**src/rtl/rr_gnt_responder.sv**
```systemverilog
// Round-robin grant responder: same-cycle one-hot grant with bounded owner
// tenure, plus saturating busy/idle cycle counters.
module rr_gnt_responder #(
  parameter  int N        = 4,
  parameter  int MAX_HOLD = 4,
  parameter  int CNT_W    = 16,
  localparam int IW       = (N > 1) ? $clog2(N) : 1,
  localparam int HW       = $clog2(MAX_HOLD + 1)
) (
  input  logic             clk,
  input  logic             rst_n,
  input  logic [N-1:0]     req,
  output logic [N-1:0]     gnt,
  output logic             gnt_valid,
  output logic [IW-1:0]    gnt_idx,
  input  logic             clear_stats,
  output logic [CNT_W-1:0] busy_cnt,
  output logic [CNT_W-1:0] idle_cnt
);

  logic [IW-1:0] owner;
  logic          owner_valid;
  logic [HW-1:0] hold_cnt;

  logic [N-1:0]  owner_oh;
  logic          others;
  logic          keep;
  logic          found;
  logic [IW-1:0] pick;
  logic [IW-1:0] cand;

  always_comb begin
    owner_oh = '0;
    for (int i = 0; i < N; i++) owner_oh[i] = (owner == IW'(i));
  end

  assign others = |(req & ~owner_oh);
  assign keep   = owner_valid && (|(req & owner_oh)) &&
                  ((hold_cnt < HW'(MAX_HOLD)) || !others);

  // Scan owner+1 .. owner+N (mod N); the owner itself comes up last.
  always_comb begin
    found = 1'b0;
    pick  = '0;
    cand  = '0;
    for (int k = 1; k <= N; k++) begin
      cand = IW'((int'(owner) + k) % N);
      if (!found && req[cand]) begin
        found = 1'b1;
        pick  = cand;
      end
    end
  end

  // Reset gates the grant combinationally so it drops without a clock edge.
  assign gnt_valid = rst_n && (|req);

  always_comb begin
    gnt_idx = '0;
    if (gnt_valid) gnt_idx = keep ? owner : pick;
  end

  always_comb begin
    gnt = '0;
    for (int i = 0; i < N; i++) gnt[i] = gnt_valid && (gnt_idx == IW'(i));
  end

  always_ff @(posedge clk or negedge rst_n) begin
    if (!rst_n) begin
      owner       <= IW'(N - 1);
      owner_valid <= 1'b0;
      hold_cnt    <= '0;
    end else if (!gnt_valid) begin
      // owner is kept so rotation resumes where it left off after idle
      owner_valid <= 1'b0;
      hold_cnt    <= '0;
    end else if (keep) begin
      if (hold_cnt != HW'(MAX_HOLD)) hold_cnt <= hold_cnt + 1'b1;
    end else begin
      owner       <= gnt_idx;
      owner_valid <= 1'b1;
      hold_cnt    <= HW'(1);
    end
  end

  always_ff @(posedge clk or negedge rst_n) begin
    if (!rst_n) begin
      busy_cnt <= '0;
      idle_cnt <= '0;
    end else if (clear_stats) begin
      busy_cnt <= '0;
      idle_cnt <= '0;
    end else if (|req) begin
      if (busy_cnt != '1) busy_cnt <= busy_cnt + 1'b1;
    end else begin
      if (idle_cnt != '1) idle_cnt <= idle_cnt + 1'b1;
    end
  end

endmodule

```
**config.mk**
```make
export PLATFORM = sky130hd
export DESIGN_NAME = rr_gnt_responder
export DESIGN_NICKNAME = d
export VERILOG_FILES = /design/src/rtl/rr_gnt_responder.sv
export SDC_FILE = /design/constraint.sdc
export NUM_CORES = 1
export LEC_CHECK = 0
export ABC_AREA = 1
export ABC_CLOCK_PERIOD_IN_PS = 2300
export BUFFER_PORTS_ARGS = -buffer_cell sky130_fd_sc_hd__buf_2
export CORE_UTILIZATION = 48
export DETAILED_ROUTE_END_ITERATION = 12
export MAX_ROUTING_LAYER = met4
export PLACE_DENSITY = 0.7
export SYNTH_ARGS = -nofsm -noshare
export SYNTH_HDL_FRONTEND = slang
export SYNTH_SLANG_ARGS = --single-unit
export TNS_END_PERCENT = 50
```
**constraint.sdc**
```tcl
create_clock -name clk -period 2.3 [get_ports clk]
set_input_delay 0 -clock clk [delete_from_list [all_inputs] [get_ports clk]]
set_output_delay 0 -clock clk [all_outputs]
set_load 0.005 [all_outputs]
```
==> summary.txt <==
Die height: 77.3 um
Post-synth EDFFs: 0
Inserted Clock Buffers: 5
Status: completed
Multi-input logic area: 0.00162 mm^2
Dpl cell area: 0.00300 mm^2
Root Driver: clkbuf_8
I/O Pins: 46
Slew @ Worst Pin: 0.547 ns
Syn avg cell area: 7.09 um^2
Port Buf Inserts: 45
Final Max Slew Viols: 0
Residual DRC: 0
Post-Route WL: 6600 um
WS Path Type: reg2out
CP Launch Point: owner[0]$_DFFE_PN1P_
Vias in the first global route: 2492
Clk pin slew, worst setup/hold paths: 0.08 ns
Starting Density: 49.8%
DPL Wire Length: 4800 um
CTS tree: built
Synth async-reset ratio: 100%
H-tree depth: 2
Max_slew headroom: 63.3%
Finished Layout Cells: 513
Pwr dens: 791 mW/mm^2
Global-route wire length before repair: 11100 um
Final min period: 2.19 ns
Std-Cell Rows: 27
Startpoint types: flip-flop
CP required: 2.30 ns
Dpl cells: 497
Avg Vias per Cell: 5.29
Final Hold Fails: 0
Crit-path cells: buf_6 -> ha_1 -> inv_1 -> nand2_1 -> o21ai_2 -> nor2_2 -> nor2_1 -> nor2_2 -> nor2_2 -> nand3_2 -> nand2_2 -> nand2_2 -> nor2_1 -> buf_2
Die ar.: 0.00598 mm^2
Clk_lat worst skew: 0.29 ns
Max stage delay on crit path: 0.59 ns
Worst min path class: in2reg
Sequential-to-total area share from yosys stat: 35.0%
1st-pass router iterations: 4
Ant. Diodes: 0
Post-synth cell types: 37
Most common cell after layout, fill and taps aside: nand2_1
Setup Viol. Count Final: 0
Core region area: 0.00547 mm^2
MaxCap Viol Count: 0
Fmax: 457 MHz
Setup skew after layout: 0.00649 ns
Routed len/inst: 12.9 um
Layout cell share with drive strength beyond 1: 29.5%
P_leak: 1.65 nW
Worst path slowest cell: dfstp_2
Hold Path Origin: clear_stats
Area Growth Syn to Fin: 21.5%
Worst R2R Start: owner[0]$_DFFE_PN1P_
Final period util: 95.2%
Worst VDD drop: 0.000510 V
Pre-CTS WS: 0.178 ns
Worst hold margin: 0.0524 ns
Crit path max fanout: 4
Fill count: 502
Top_reg_cell synth: dfrtp_1
Die W: 77.3 um
Fin nets: 455
Final worst slack: 0.111 ns
Mapped Cells: 384
Synthesized Nets: 399
Seq cells post-synth: 38
CTS sink cnt: 38
Final Wtd Congestion: 0.883
Yosys Warn Count: 0
Via count: 2714
Setup crit end kind: output pin
Total track usage: 23.4%
Initial antenna violation count: 0
Worst Path Arrival: 2.19 ns
Initial DRC count: 159
Longest Clk Path Bufs: 2
Storage cell area: 953 um^2
GR Overflow Total: 0
Fin area: 0.00331 mm^2
Crit-path most repeated cell: nor2_2
Commonest non-fill, non-tap cells in the layout: nand2_1 (93), buf_2 (45), inv_1 (38)
Routed Antenna Nets: 0
Synthesized cell area: 0.00272 mm^2
Largest net degree at the start of global routing: 39
Core Util, Final: 60.4%
==> path summary, 6_finish.rpt <==
| path | endpoint | slack [ns] | depth (start not counted) |
|---|---|---|---|
| worst min register to register | busy_cnt[1]$_DFFE_PN0P_ | 0.53 | 2 |
| worst min-delay path | busy_cnt[10]$_DFFE_PN0P_ | 0.05 | 2 |
| max in group asynchronous | owner[1]$_DFFE_PN1P_ | 1.61 | 3 |
| worst max-delay path | gnt[3] | 0.11 | 14 |
| min in group asynchronous | busy_cnt[8]$_DFFE_PN0P_ | 0.32 | 3 |
| worst max register to register | owner[1]$_DFFE_PN1P_ | 0.31 | 14 |
==> critical path: cells and delay by family, from the launching register on <==
kind / cells / cell delay [ns]
simple gates: 9 / 0.80
buf+inv: 3 / 0.29
fa+ha+maj: 1 / 0.16
flops: 1 / 0.59
compound gates: 1 / 0.06
==> cells by family after synthesis <==
family / Yosys count / share of synthesized area (%)
AO/OA/AOI/OAI: 43 / 10.4
XOR/XNOR: 13 / 4.18
adder cells (fa/ha/maj): 8 / 3.67
buffers and inverters: 55 / 9.00
flip-flops: 38 / 35.0
AND/OR/NAND/NOR: 227 / 37.8
==> synthesized netlist by cell type (5+ instances only) <==
| library cell | count | share of area, % |
|---|---|---|
| nand3_1 | 39 | 7.2 |
| xor2_1 | 10 | 3.2 |
| ha_1 | 8 | 3.7 |
| nand2_2 | 5 | 1.1 |
| nand2_1 | 103 | 14 |
| nand4_1 | 18 | 4.1 |
| o31ai_1 | 5 | 1.4 |
| or2_2 | 8 | 1.8 |
| nor2_1 | 36 | 5.0 |
| o21ai_0 | 16 | 2.9 |
| nor3_1 | 9 | 1.7 |
| o21ai_2 | 10 | 3.2 |
| inv_1 | 42 | 5.8 |
| dfrtp_1 | 36 | 33 |
==> per-stage QoR <==
stage               total power [mW]  setup TNS, ns
finish                          2.62              0
global route                    2.80        -0.0701
CTS                             2.36              0
detailed placement              1.59              0
global placement                1.58              0
floorplan                       1.38              0
==> timing repair <==
item	4_1_cts	5_1_grt
buffers inserted	4	3
setup endpoints to repair	6	6
endpoints found under the hold margin	36	0
resized for setup	2	35
pin swaps	0	12
hold buffers	1	0
cloned	0	0
==> final cells by class <==
cell class	instances	area share, %
multi-input cells	291	49.1
flip-flops and latches	38	28.8
inverters	47	5.52
clock inverters	3	2.08
clock buffers	5	2.08
well taps	72	2.72
repair buffers	57	9.72
==> layer usage <==
| metal | global-route usage, % | part of all wire [%] | up-vias |
|---|---|---|---|
| li1 | - | - | 1371 |
| met1 | 28.3 | 45 | 1279 |
| met2 | 41.1 | 50 | 58 |
| met3 | 3.29 | 4.1 | 6 |
| met4 | 5.47 | 0.80 | 0 |
| met5 | - | 0 | - |
==> state kept, by name (all words and copies together) (netlist names) <==
register / count
owner: 2
owner_valid: 1
hold_cnt: 3
idle_cnt: 16
busy_cnt: 16
==> report_power, final <==
part | internal, mW | switching (mW) | leakage [nW]
logic | 0.478 | 0.702 | 1.06
registers | 0.713 | 0.0349 | 0.515
clock network | 0.435 | 0.255 | 0.0683
Note: power is estimated with default switching activity, not from simulation.
